[config.mk]
export PLATFORM = sky130hd
export DESIGN_NAME = riscv_mem_arbiter
export DESIGN_NICKNAME = d
export VERILOG_FILES = /design/src/rtl/riscv_mem_arb_pkg.sv /design/src/rtl/riscv_mem_arb_tag_fifo.sv /design/src/rtl/riscv_mem_arbiter.sv
export SDC_FILE = /design/constraint.sdc
export NUM_CORES = 1
export LEC_CHECK = 0
export BUFFER_PORTS_ARGS = -buffer_cell sky130_fd_sc_hd__buf_2
export CAP_MARGIN = 20
export CORE_AREA = 4 4 123 125
export CTS_CLUSTER_DIAMETER = 40
export DETAILED_ROUTE_END_ITERATION = 8
export DIE_AREA = 0 0 127 129
export HOLD_SLACK_MARGIN = 0.02
export PLACE_DENSITY = 0.51
export SLEW_MARGIN = 20
export SYNTH_ARGS = -nofsm -noshare
export SYNTH_HDL_FRONTEND = slang
export SYNTH_SLANG_ARGS = --single-unit
[constraint.sdc]
create_clock -name clk -period 2.7 [get_ports clk]
set_clock_uncertainty 0.1 [all_clocks]
set_input_delay 0.135 -clock clk [delete_from_list [all_inputs] [get_ports clk]]
set_output_delay 0.135 -clock clk [all_outputs]
set_load 0.1 [all_outputs]
[src/rtl/riscv_mem_arb_pkg.sv]
// riscv_mem_arb_pkg: shared constants and types for the imem/dmem arbiter.
// Optional build macro RISCV_MEM_ARB_RR_EN selects round-robin arbitration.

`ifndef VC_MEM_REQ_MSG_SZ
`define VC_MEM_REQ_MSG_SZ(a_, d_) (1 + (a_) + 2 + (d_))
`endif
`ifndef VC_MEM_RESP_MSG_SZ
`define VC_MEM_RESP_MSG_SZ(d_) (1 + 2 + (d_))
`endif

package riscv_mem_arb_pkg;

   // Requester ids carried through the tag FIFO
   localparam logic REQ_IMEM = 1'b0;
   localparam logic REQ_DMEM = 1'b1;

   // Default message widths for a 32-bit address / 32-bit data memory
   localparam int ARB_REQ_W  = `VC_MEM_REQ_MSG_SZ(32, 32);
   localparam int ARB_RESP_W = `VC_MEM_RESP_MSG_SZ(32);

   // Grant lock: FREE re-arbitrates every cycle, LOCK freezes the grant
   typedef enum logic {
      ST_FREE = 1'b0,
      ST_LOCK = 1'b1
   } arb_state_e;

   // Fixed priority: the data port always wins when it is valid
   function automatic logic fixed_pick(input logic iv, input logic dv);
      return dv ? REQ_DMEM : (iv ? REQ_IMEM : REQ_DMEM);
   endfunction

   // Round-robin: on a conflict serve whoever was not served last
   function automatic logic rr_pick(input logic last, input logic iv, input logic dv);
      if (iv && dv) return ~last;
      return dv ? REQ_DMEM : REQ_IMEM;
   endfunction

endpackage

[src/rtl/riscv_mem_arb_tag_fifo.sv]
// riscv_mem_arb_tag_fifo: DEPTH-entry, 1-bit FIFO holding the requester id
// of every request in flight, so in-order responses can be routed back.

module riscv_mem_arb_tag_fifo
#(
   parameter int DEPTH = 4
)
(
   input  logic                         clk,
   input  logic                         reset,
   input  logic                         i_push,
   input  logic                         i_push_id,
   input  logic                         i_pop,
   output logic                         o_pop_id,
   output logic                         o_full,
   output logic                         o_empty,
   output logic [$clog2(DEPTH+1)-1:0]   o_count
);

   localparam int PTR_W = $clog2(DEPTH);
   localparam int CNT_W = $clog2(DEPTH+1);
   localparam logic [CNT_W-1:0] FULL_CNT = CNT_W'(DEPTH);

   logic [DEPTH-1:0] r_mem;
   logic [PTR_W-1:0] r_wr_ptr;
   logic [PTR_W-1:0] r_rd_ptr;
   logic [CNT_W-1:0] r_count;
   logic             w_push;
   logic             w_pop;

   // Overflow/underflow protection: ignore push when full, pop when empty
   always_comb begin
      w_push   = i_push && !o_full;
      w_pop    = i_pop && !o_empty;
      o_full   = (r_count == FULL_CNT);
      o_empty  = (r_count == '0);
      o_pop_id = r_mem[r_rd_ptr];
      o_count  = r_count;
   end

   // Storage, pointers (wrap naturally, DEPTH is a power of two) and count
   always_ff @(posedge clk or negedge reset) begin
      if (!reset) begin
         r_mem    <= '0;
         r_wr_ptr <= '0;
         r_rd_ptr <= '0;
         r_count  <= '0;
      end else begin
         if (w_push) begin
            r_mem[r_wr_ptr] <= i_push_id;
            r_wr_ptr        <= r_wr_ptr + 1'b1;
         end
         if (w_pop)
            r_rd_ptr <= r_rd_ptr + 1'b1;
         case ({w_push, w_pop})
            2'b10:   r_count <= r_count + 1'b1;
            2'b01:   r_count <= r_count - 1'b1;
            default: r_count <= r_count;
         endcase
      end
   end

endmodule

[src/rtl/riscv_mem_arbiter.sv]
// riscv_mem_arbiter: shares one memory port between the core's imem and dmem
// ports. Zero-latency request forwarding, in-order response routing via a tag
// FIFO. Define RISCV_MEM_ARB_RR_EN for round-robin; default is dmem priority.

module riscv_mem_arbiter
   import riscv_mem_arb_pkg::*;
#(
   parameter int REQ_W  = ARB_REQ_W,
   parameter int RESP_W = ARB_RESP_W,
   parameter int DEPTH  = 4
)
(
   input  logic                         clk,
   input  logic                         reset,
   input  logic [REQ_W-1:0]             imemreq_msg,
   input  logic                         imemreq_val,
   output logic                         imemreq_rdy,
   output logic [RESP_W-1:0]            imemresp_msg,
   output logic                         imemresp_val,
   input  logic [REQ_W-1:0]             dmemreq_msg,
   input  logic                         dmemreq_val,
   output logic                         dmemreq_rdy,
   output logic [RESP_W-1:0]            dmemresp_msg,
   output logic                         dmemresp_val,
   output logic [REQ_W-1:0]             memreq_msg,
   output logic                         memreq_val,
   input  logic                         memreq_rdy,
   input  logic [RESP_W-1:0]            memresp_msg,
   input  logic                         memresp_val,
   output logic [$clog2(DEPTH+1)-1:0]   outstanding,
   output logic                         resp_err
);

   arb_state_e r_state;
   arb_state_e w_state_nxt;
   logic       r_lock_id;
   logic       w_lock_id_nxt;
   logic       w_free_gnt;
   logic       w_gnt;
   logic       w_gnt_val;
   logic       w_req_val;
   logic       w_accept;
   logic       w_pop;
   logic       w_pop_id;
   logic       w_full;
   logic       w_empty;

`ifdef RISCV_MEM_ARB_RR_EN
   logic       r_last;

   // Last-served requester; resets to dmem so imem gets first turn
   always_ff @(posedge clk or negedge reset) begin
      if (!reset)
         r_last <= REQ_DMEM;
      else if (w_accept)
         r_last <= w_gnt;
   end

   // Free-running grant when no lock is held
   always_comb w_free_gnt = rr_pick(r_last, imemreq_val, dmemreq_val);
`else
   // Free-running grant when no lock is held
   always_comb w_free_gnt = fixed_pick(imemreq_val, dmemreq_val);
`endif

   // Grant mux, handshakes and response routing. Internal accept/pop are
   // ungated; the port-level val/rdy are forced low while reset is held.
   always_comb begin
      w_gnt        = (r_state == ST_LOCK) ? r_lock_id : w_free_gnt;
      w_gnt_val    = (w_gnt == REQ_DMEM) ? dmemreq_val : imemreq_val;
      w_req_val    = w_gnt_val && !w_full;
      w_accept     = w_req_val && memreq_rdy;
      memreq_val   = reset && w_req_val;
      memreq_msg   = (w_gnt == REQ_DMEM) ? dmemreq_msg : imemreq_msg;
      imemreq_rdy  = reset && (w_gnt == REQ_IMEM) && memreq_rdy && !w_full;
      dmemreq_rdy  = reset && (w_gnt == REQ_DMEM) && memreq_rdy && !w_full;
      w_pop        = memresp_val && !w_empty;
      imemresp_val = reset && w_pop && (w_pop_id == REQ_IMEM);
      dmemresp_val = reset && w_pop && (w_pop_id == REQ_DMEM);
      imemresp_msg = memresp_msg;
      dmemresp_msg = memresp_msg;
   end

   // Lock state register
   always_ff @(posedge clk or negedge reset) begin
      if (!reset) begin
         r_state   <= ST_FREE;
         r_lock_id <= REQ_IMEM;
      end else begin
         r_state   <= w_state_nxt;
         r_lock_id <= w_lock_id_nxt;
      end
   end

   // Lock next-state: a stalled offer freezes the grant until accepted or
   // until the locked requester withdraws
   always_comb begin
      w_state_nxt   = r_state;
      w_lock_id_nxt = r_lock_id;
      case (r_state)
         ST_FREE: begin
            if (w_req_val && !memreq_rdy) begin
               w_state_nxt   = ST_LOCK;
               w_lock_id_nxt = w_gnt;
            end
         end
         ST_LOCK: begin
            if (w_accept || !w_gnt_val)
               w_state_nxt = ST_FREE;
         end
         default: w_state_nxt = ST_FREE;
      endcase
   end

   // Sticky flag: a response showed up with nothing outstanding
   always_ff @(posedge clk or negedge reset) begin
      if (!reset)
         resp_err <= 1'b0;
      else if (memresp_val && w_empty)
         resp_err <= 1'b1;
   end

   riscv_mem_arb_tag_fifo #(
      .DEPTH     (DEPTH)
   ) u_tag_fifo (
      .clk       (clk),
      .reset     (reset),
      .i_push    (w_accept),
      .i_push_id (w_gnt),
      .i_pop     (w_pop),
      .o_pop_id  (w_pop_id),
      .o_full    (w_full),
      .o_empty   (w_empty),
      .o_count   (outstanding)
   );

endmodule

## Word level (Yosys, flattened, before mapping)

Index checks and enable logic that the tools add are counted.

- Memories: 0
- Word-level logic and storage cells: 60
- Flip-flop bits (word level): 14
- RAM bits: 0
- Bits of input ports: 175
- Latch bits: 0
- ROM bits: 0

- Magnitude comparators: 3
- Bitwise operators: 3
- Equal/unequal tests: 3
- Muxes and demuxes: 14
- Shifts and indexed selects: 0
- Add/sub/neg operators: 4
- Multipliers: 0
- Reduce and logical (&&, ||, !) cells: 26
- Divide/modulo/power cells: 0

Operators with widths:

| kind | number |
|---|---|
| 2-to-1 mux 67 bit | 1 |
| logical AND 1 bit | 18 |
| 2-to-1 mux 1 bit | 8 |
| less-than comparator 2 x 3 -> 1 bit (second input constant) | 2 |
| case mux 3 bit (2 select lines) | 1 |
| adder 2 x 1 -> 2 bit (second input constant) | 2 |
| bitwise mux 4 bit | 1 |
| logical NOT 1 bit | 4 |
| adder 3 x 1 -> 3 bit (second input constant) | 1 |
| equality test 3 bit (second input constant) | 1 |
| logical NOT 3 bit | 1 |
| NOT 1 bit | 3 |
| subtractor 3 x 1 -> 3 bit (second input constant) | 1 |
| binary-select mux 1 bit (select 2 bit) | 1 |
| demux 1 bit (select 2 bit) | 1 |
| equality test 2 x 1 -> 1 bit (second input constant) | 1 |
| equality test 2 bit (second input constant) | 1 |
| >= comparator 2 x 1 -> 1 bit (second input constant) | 1 |
| case mux 1 bit (2 select lines) | 1 |
| AND reduction 2 bit | 1 |
| nonzero test 2 bit | 1 |
| logical OR 1 bit | 1 |

## Logic depth before layout (Yosys ltp)

Gate-level depths: netlist (run 1).

- Depth after elaboration: 9
- Depth in mapped cells: 10
- Depth with buffers taken out: 9

## Hierarchy

From an unflattened synthesis (run 1), not the netlist that was laid out.

- Cells, all modules: 223
- Area total of the unflattened synthesis: 2198.4 µm²

By module, submodules not included:

| module | area each (µm²) | instances | sequential area each (µm²) | cells an instance |
|---|---|---|---|---|
| riscv_mem_arbiter | 1592.8 | 1 | 75.1 | 169 |
| riscv_mem_arb_tag_fifo | 605.6 | 1 | 275.3 | 54 |

## Least setup slack after synthesis (run 1)

OpenSTA, ideal clock, no wires.

- Path kind: reg-to-output
- Start point: register u_tag_fifo.r_count[0] (netlist: u_tag_fifo.o_count[0])
- End point: output port imemreq_rdy
- Cell stages (with the launch flop): 4
- Slack: -1053 ps
- Data required time: 2465 ps
- Data arrival time: 3518 ps
- Buffers on the path: 0
- Cells stage by stage: dfrtp_1 or3b_1 nand2_1 nor3b_1

- Word-level cells in the longest chain between the ends: 3

Ends and longest elaborated chain:

| item | RTL line | RTL |
|---|---|---|
| from (decl) | riscv_mem_arb_tag_fifo.sv:27 | `logic [CNT_W-1:0] r_count;` |
| from (signal assigned) | riscv_mem_arb_tag_fifo.sv:56 | `2'b10: r_count <= r_count + 1'b1;` |
| from (signal assigned) | riscv_mem_arb_tag_fifo.sv:57 | `2'b01: r_count <= r_count - 1'b1;` |
| from (signal assigned) | riscv_mem_arb_tag_fifo.sv:58 | `default: r_count <= r_count;` |
| equality test 3 bit | riscv_mem_arb_tag_fifo.sv:35 | `o_full = (r_count == FULL_CNT);` |
| logical NOT 1 bit | riscv_mem_arbiter.sv:75 | `imemreq_rdy = reset && (w_gnt == REQ_IMEM) && memreq_rdy && !w_full;` |
| logical AND 1 bit | riscv_mem_arbiter.sv:75 |  |
| to (decl) | riscv_mem_arbiter.sv:17 | `output logic imemreq_rdy,` |

No other way between the ends.

## Final worst setup path (run 1)

- Start point: register u_tag_fifo.r_count[1] (netlist: u_tag_fifo.o_count[1])
- End point: register u_tag_fifo.r_count[2] (netlist: u_tag_fifo.o_count[2])

- Word-level cells in the longest chain between the ends: 7
- Elaborated cells on any way between the ends: 15
- Classes of those cells: add/sub: 2; eq/ne: 3; mux: 1; reduce/logical: 9

Ends and longest elaborated chain:

| item | RTL line | RTL |
|---|---|---|
| equality test 3 bit | riscv_mem_arb_tag_fifo.sv:35 |  |
| logical NOT 1 bit | riscv_mem_arb_tag_fifo.sv:33, riscv_mem_arbiter.sv:71 |  |
| logical AND 1 bit | riscv_mem_arbiter.sv:71 | `w_req_val = w_gnt_val && !w_full;` |
| logical AND 1 bit | riscv_mem_arbiter.sv:72 | `w_accept = w_req_val && memreq_rdy;` |
| logical AND 1 bit | riscv_mem_arb_tag_fifo.sv:33 | `w_push = i_push && !o_full;` |
| equality test 2 x 1 -> 1 bit or equality test 2 bit (tied branches) | riscv_mem_arb_tag_fifo.sv:55 | `case ({w_push, w_pop})` |
| case mux 3 bit (2 select lines) or nonzero test 2 bit (tied branches) | - |  |

Several ways; a longest one is shown, not always the timed one.
A chain may end at the register's enable or synchronous reset.

==> impl_metrics.yaml, run 1 <==
cells_and_area:
  fin_nets: 540
  nFillCells: 1543
  diodes: 0
  drive_gt1_share_pct: 83.24
  area_delta_synth_final_pct: 38.83
min_path:
  hold_class: "in2reg"
  holdCritStartpoint: "dmemreq_val"
  hold_end: "r_lock_id"
  hold_depth: 2
synthesis:
  synthesis.area_sq_um: 2140
  synth_cell_types: 27
  synth_seq_cells: 14
  synth_warnings: 0
  synthMuxAreaShare_pct: 38.89
  synth_compound_area_share_pct: 3.099
  avgSynthCellArea_sq_um: 10.04
  synth_top_family_by_area: "multiplexers"
  postSynthCellCount: 213
  synth_xor_area_share_pct: 2.456
  synth_nets: 394
  yosys.area_share.adder_pct: 3.860
  synth_edf_count: 0
  synthArstFlopShare_pct: 100.0
  yosys_most_used_dff: "dfrtp_1"
  ys_seq_area_share_pct: 16.37
  synthSimpleGateAreaFrac_pct: 5.322
critical_path:
  max_stage_delay_ns: 0.45
  cp_max_fo: 8
  r2r_cells: 9
  path_class: "reg2reg"
  critPathCaptureType: "flip-flop"
  slowest_stage: "or3b_1"
  cp-start-kind: "flip-flop"
  ff2ff_setup_slack_ns: 0.25
  cp_data_arrival_time_ns: 2.51
  rr_startpoint: "u_tag_fifo.o_count[1]"
  path_cells: "or3b_1 -> o2111a_1 -> inv_1 -> ha_1 -> inv_1 -> fa_1 -> xor2_1 -> nor2_1 -> xor2_1"
  timing.rr.end: "u_tag_fifo.o_count[2]"
  cp.required_ns: 2.76
clocking:
  clockBufferDepth: 2
  cts.clk_slew.worst_paths_ns: 0.05
  htreeDepth: 1
  cts-root-buf: "clkbuf_16"
  clk_latency_ns: 0.24
  cts_buffers: 3
  cts_tree: "yes"
  clock-sinks: 14
placement:
  gp_congestion: 0.7634
  portBuffers: 215
  dpl_worst_slack_ns: 0.2622
  dp_hpwl_um: 7562
sta:
  tightest_slew_ns: 0.5621
  timing.final.ws_setup_ns: 0.2536
  fmax_mhz: 408.8
  slew_headroom_pct: 62.78
  rsz0062_at_grt: "false"
  setup_tns_ns: 0
  fin_hold_ws_ns: 0.09502
  fin_crit_sh_pct: 90.61
  fin_crit_ns: 2.446
  setup_viol: 0
  final-max-slew-violation-count: 0
  finalHoldViolations: 0
detailed_routing:
  ant_nets: 0
  route.detailed.drc: 0
  vias: 1993
  drt_pass1_iterations: 3
  wl_per_cell_um: 15.96
  detail_route.wirelength_um: 8585
  drt_iter0_markers: 37
  vias_per_cell: 3.704
global_route:
  grt_overflow: 0
  track_usage_pct: 8.834
  grt_pass1_vias: 2047
  grt_pass1_wl_um: 11510
  antenna_found_initial: 0
  grt_max_degree: 55
floorplanning:
  dieHeight_um: 129
  die_area_sq_um: 16380
  core_sq_um: 13880
  ioPinCount: 321
  fp-row-count: 43
  start_util_pct: 15.41
  die_w_um: 127
run_status:
  status: "complete, no violations"
pwr:
  ir_worst_vdd_mv: 1.066
  pwr_density_cell_nw_per_um2: 1475
  finalPower_uw: 4380
  leakagePower_uw: 0.001541
flow_run:
  cap_violations: 0
[cells by family after synthesis]
kind of cell               Yosys count
and+or+nand+nor                     21
xor gates and xnor gates             6
AOI/OAI and AO/OA                    8
DFF                                 14
buffers and inverters               85
muxes                               73
adders and majority gates            6
[area by class of cell]
class                   count  area (sq um)  share of cell area, %
flip-flops and latches     14         354.1                  11.92
clock buffers               4         78.83                  2.654
inverters                   7         26.28                 0.8846
repair buffers            219          1124                  37.83
multi-input cells         114          1162                  39.13
well taps                 180         225.2                  7.582
[state kept, by name, indices dropped and copies added, names as in the netlist]
register	flops
r_lock_id	1
r_state	1
resp_err	1
u_tag_fifo.o_count	3
u_tag_fifo.r_mem	4
u_tag_fifo.r_rd_ptr	2
u_tag_fifo.r_wr_ptr	2
[where the power goes]
group	internal (uW)	switching (uW)	leakage, uW	total (uW)
sequential	324	94.6	0.000157	418
combinational	801	2880	0.00135	3680
clock	199	83.5	0.0000382	283
total	1320	3060	0.00154	4380
[repair_timing]
| item | 4_1_cts | 5_1_grt |
|---|---|---|
| buffers inserted | 0 | 0 |
| hold buffers | 2 | 0 |
| resized for setup | 0 | 0 |
| hold endpoints to repair | 15 | 0 |
[per-stage QoR]
stage | utilization [%] | cell area, sq um | cells
after global placement | 20.69 | 2872 | 532
after global routing | 21.40 | 2970 | 538
final | 21.40 | 2970 | 538
after floorplan | - | 2151 | 213
after detailed placement | 20.69 | 2872 | 532
after CTS | 21.40 | 2970 | 538
[per-layer routing]
| metal | wire, um | vias up | track usage, % |
|---|---|---|---|
| li1 | - | 946 | - |
| met1 | 3293 | 890 | 11.13 |
| met2 | 4117 | 139 | 14.69 |
| met3 | 1055 | 18 | 3.072 |
| met4 | 119 | 0 | 1.830 |
| met5 | 0 | - | 0 |
[synthesized netlist by cell type, types with 2 or more instances]
cell	n	share of area, %
mux2_2	71	37
buf_4	70	25
dfrtp_1	14	16
nand2_1	9	1.6
buf_6	8	4.2
inv_1	7	1.2
ha_1	5	2.9
nor3b_1	3	1.1
xnor2_1	3	1.2
xor2_1	3	1.2
and3_1	2	0.58
nor2_1	2	0.35
or3b_1	2	0.82
[placed cells by master (no fill, tap or decap), drive strengths merged]
cell,instances
a21boi,1
a21o,1
a21oi,1
a22o,1
and3,2
and4,1
buf,217
clkbuf,4
dfrtp,14
dlygate4sd3,2
fa,1
ha,5
inv,7
mux2,71
mux2i,1
mux4,1
nand2,9
nor2,2
nor2b,1
nor3,1
nor3b,3
o2111a,1
o211a,1
o21a,1
o21ai,1
or3b,2
xnor2,3
xor2,3
[how the worst max path moves through the flow]
stage               cells after the start                   from                     to  slack, ns
floorplan                              10  u_tag_fifo.o_count[2]  u_tag_fifo.o_count[2]       0.09
global placement                        9  u_tag_fifo.o_count[1]  u_tag_fifo.o_count[2]       0.32
detailed placement                      9  u_tag_fifo.o_count[1]  u_tag_fifo.o_count[2]       0.26
CTS                                     9  u_tag_fifo.o_count[1]  u_tag_fifo.o_count[2]       0.24
global route                            9  u_tag_fifo.o_count[1]  u_tag_fifo.o_count[2]       0.14
finish                                  9  u_tag_fifo.o_count[1]  u_tag_fifo.o_count[2]       0.25
[worst max-delay path: cells and delay by family (launching register included)]
| family | cells | cell delay, ns |
|---|---|---|
| AND/OR/NAND/NOR | 2 | 0.57 |
| adder cells (fa/ha/maj) | 2 | 0.54 |
| flip-flops | 1 | 0.42 |
| XOR/XNOR | 2 | 0.31 |
| AO/OA/AOI/OAI | 1 | 0.26 |
| buffers and inverters | 2 | 0.15 |
Note: power is estimated with default switching activity, not from simulation.
==> run 2, diff against run 1 <==
--- a/config.mk
+++ b/config.mk
@@ -5,12 +5,13 @@
 export SDC_FILE = /design/constraint.sdc
 export NUM_CORES = 1
 export LEC_CHECK = 0
+export ABC_AREA = 1
 export BUFFER_PORTS_ARGS = -buffer_cell sky130_fd_sc_hd__buf_2
 export CAP_MARGIN = 20
-export CORE_AREA = 4 4 123 125
+export CORE_AREA = 4 4 124 126
 export CTS_CLUSTER_DIAMETER = 40
 export DETAILED_ROUTE_END_ITERATION = 8
-export DIE_AREA = 0 0 127 129
+export DIE_AREA = 0 0 128 130
 export HOLD_SLACK_MARGIN = 0.02
 export PLACE_DENSITY = 0.51
 export SLEW_MARGIN = 20
==> constraint.sdc (replaced) <==
create_clock -name clk -period 3 [get_ports clk]
set_clock_uncertainty 0.1 [all_clocks]
set_input_delay 0.15 -clock clk [delete_from_list [all_inputs] [get_ports clk]]
set_output_delay 0.15 -clock clk [all_outputs]
set_load 0.1 [all_outputs]
==> impl_metrics.yaml, run 2 <==
synthesis:
  synth_warnings: 0
  synth_cell_types: 23
  synth_seq_cells: 14
  synth_nets: 569
  synthesis.area_sq_um: 2186
  postSynthCellCount: 388
  synth_edf_count: 0
  synth_common_cells: "nand2_1 (230), buf_4 (73), dfrtp_1 (14), inv_1 (13), nor2_1 (11)"
  synthDominantCellAreaShare_pct: 39.50
  yosys-top-cells-area: "nand2_1 (39%), buf_4 (25%), dfrtp_1 (16%)"
  synth_top_cell_by_area: "nand2_1"
  yosys_most_used_dff: "dfrtp_1"
  avgSynthCellArea_sq_um: 5.634
  synth_most_common_cell: "nand2_1"
  synthArstFlopShare_pct: 100.0
  ys_seq_area_share_pct: 16.03
detailed_routing:
  drt_iter0_markers: 112
  drt_pass1_iterations: 4
  ant_nets: 0
  vias: 2641
  route.detailed.drc: 0
  wl_per_cell_um: 13.54
  detail_route.wirelength_um: 9643
  vias_per_cell: 3.709
clocking:
  cts.clk_slew.worst_paths_ns: 0.04
  clock-sinks: 14
  cts_setup_buffers: 0
  cts_tree: "yes"
  cts_buffers: 3
  holdBufCountCts: 1
  clockBufferDepth: 2
  cts-root-buf: "clkbuf_16"
  htreeDepth: 1
  clk_latency_ns: 0.24
  cts_resized: 0
cells_and_area:
  layout_common_cells: "nand2_1 (230), buf_2 (147), buf_12 (68)"
  final_common_cell: "nand2_1"
  drive_gt1_share_pct: 43.75
  diodes: 0
  fin_nets: 710
  final_cells: 712
  area_delta_synth_final_pct: 85.00
  largest-register: "u_tag_fifo.r_mem"
  largest_reg_flops: 4
sta:
  finalHoldViolations: 0
  fin_crit_ns: 2.292
  tightest_slew_ns: 0.6423
  final-max-slew-violation-count: 0
  fmax_mhz: 436.3
  slew_headroom_pct: 56.79
  rsz0062_at_grt: "false"
  fin_crit_sh_pct: 76.39
  setup_viol: 0
min_path:
  holdCritStartpoint: "memresp_val"
  hold_depth: 2
  hold_end: "resp_err"
  hold_class: "in2reg"
floorplanning:
  ioPinCount: 321
  die_w_um: 128
  dieHeight_um: 130
  core_sq_um: 14310
  start_util_pct: 15.27
  die_area_sq_um: 16640
  fp-row-count: 44
global_route:
  grt_pass1_vias: 2429
  grt_pass1_wl_um: 13620
  track_usage_pct: 10.18
  grt_overflow: 0
  antenna_found_initial: 0
  grt_max_degree: 44
critical_path:
  cp-start-kind: "flip-flop"
  cp_data_arrival_time_ns: 2.31
  timing.rr.end: "u_tag_fifo.o_count[2]"
  rr_startpoint: "u_tag_fifo.o_count[0]"
  ff2ff_setup_slack_ns: 0.71
  critPathCaptureType: "flip-flop"
  path_class: "reg2reg"
  cp_max_fo: 8
  r2r_cells: 11
  cp.required_ns: 3.02
flow_run:
  cap_violations: 0
placement:
  dp_hpwl_um: 8519
  dp.cells: 707
  gp_congestion: 0.8001
  portBuffers: 215
run_status:
  status: "complete, no violations"
[run 2: cell count changes after synthesis, moves of 3 or more]
cell and change:
nand3_1 +6, buf_6 -8, nand2_1 +221, nand4_1 +5
inv_1 +6, buf_2 +10, nor3b_1 -3, o21ai_0 +3
mux2_2 -71, buf_4 +3, nor2_1 +9, a21oi_1 +3
[run 2: worst max-delay path, stage by stage, from the launching register on]
cell and delay (ns):
dfrtp_1 0.41, nor2_1 0.22, nand2_1 0.17, nand2_1 0.15, nor2_4 0.08, inv_1 0.08
ha_1 0.14, inv_1 0.06, fa_1 0.37, a21oi_1 0.14, o21ai_0 0.11, xor2_1 0.15
[run 2: kinds of logic after synthesis]
family                   after synthesis  share of synthesized area [%]
adder cells (fa/ha/maj)                6                          3.778
buffers and inverters                 99                          30.11
AO/OA/AOI/OAI                         10                          3.091
flip-flops                            14                          16.03
XOR/XNOR                               3                          1.202
AND/OR/NAND/NOR                      256                          45.79
[run 2: area by class of cell]
| class | count | area (sq um) |
|---|---|---|
| Clock buffer | 4 | 88.84 |
| Fill cell | 1582 | 10270 |
| Inverter | 15 | 56.30 |
| Multi-Input combinational cell | 275 | 1181 |
| Sequential cell | 14 | 350.3 |
| Tap cell | 184 | 230.2 |
| Timing Repair Buffer | 220 | 2137 |
[run 2: routing by layer]
metal / up-vias / GRT usage [%] / part of all wire, %
li1: 1382 / - / -
met1: 1059 / 11.22 / 34
met2: 169 / 15.19 / 44
met3: 31 / 7.900 / 19
met4: 0 / 3.059 / 2.7
met5: - / 0 / 0
[run 2: worst max-delay path by stage]
stage                                     start                     to  slack, ns  cells past startpoint
after detailed placement  u_tag_fifo.o_count[0]  u_tag_fifo.o_count[2]       0.72                     11
after global placement    u_tag_fifo.o_count[0]  u_tag_fifo.o_count[2]       0.76                     11
after floorplan           u_tag_fifo.o_count[1]            dmemreq_rdy      -0.15                      4
after global routing      u_tag_fifo.o_count[0]  u_tag_fifo.o_count[2]       0.55                     11
after CTS                 u_tag_fifo.o_count[0]  u_tag_fifo.o_count[2]       0.71                     11
final                     u_tag_fifo.o_count[0]  u_tag_fifo.o_count[2]       0.71                     11
[run 2: through the flow]
stage                     cell area (sq um)  worst slack (ns)  TNS (ns)  hold slack, ns  util [%]
after floorplan                        2190           -0.1493   -0.2985         -0.2456         -
after global placement                 3945            0.7622         0        -0.01822     27.56
after detailed placement               3945            0.7197         0        -0.02084     27.56
after CTS                              4044            0.7097         0         0.07365     28.25
after global routing                   4044            0.5486         0         0.09565     28.25
final                                  4044            0.7082         0         0.07384     28.25
Power of run 2 is left out: the tool's default activity adds up to more than one toggle a clock period on the data nets, which glitch-free logic cannot reach.
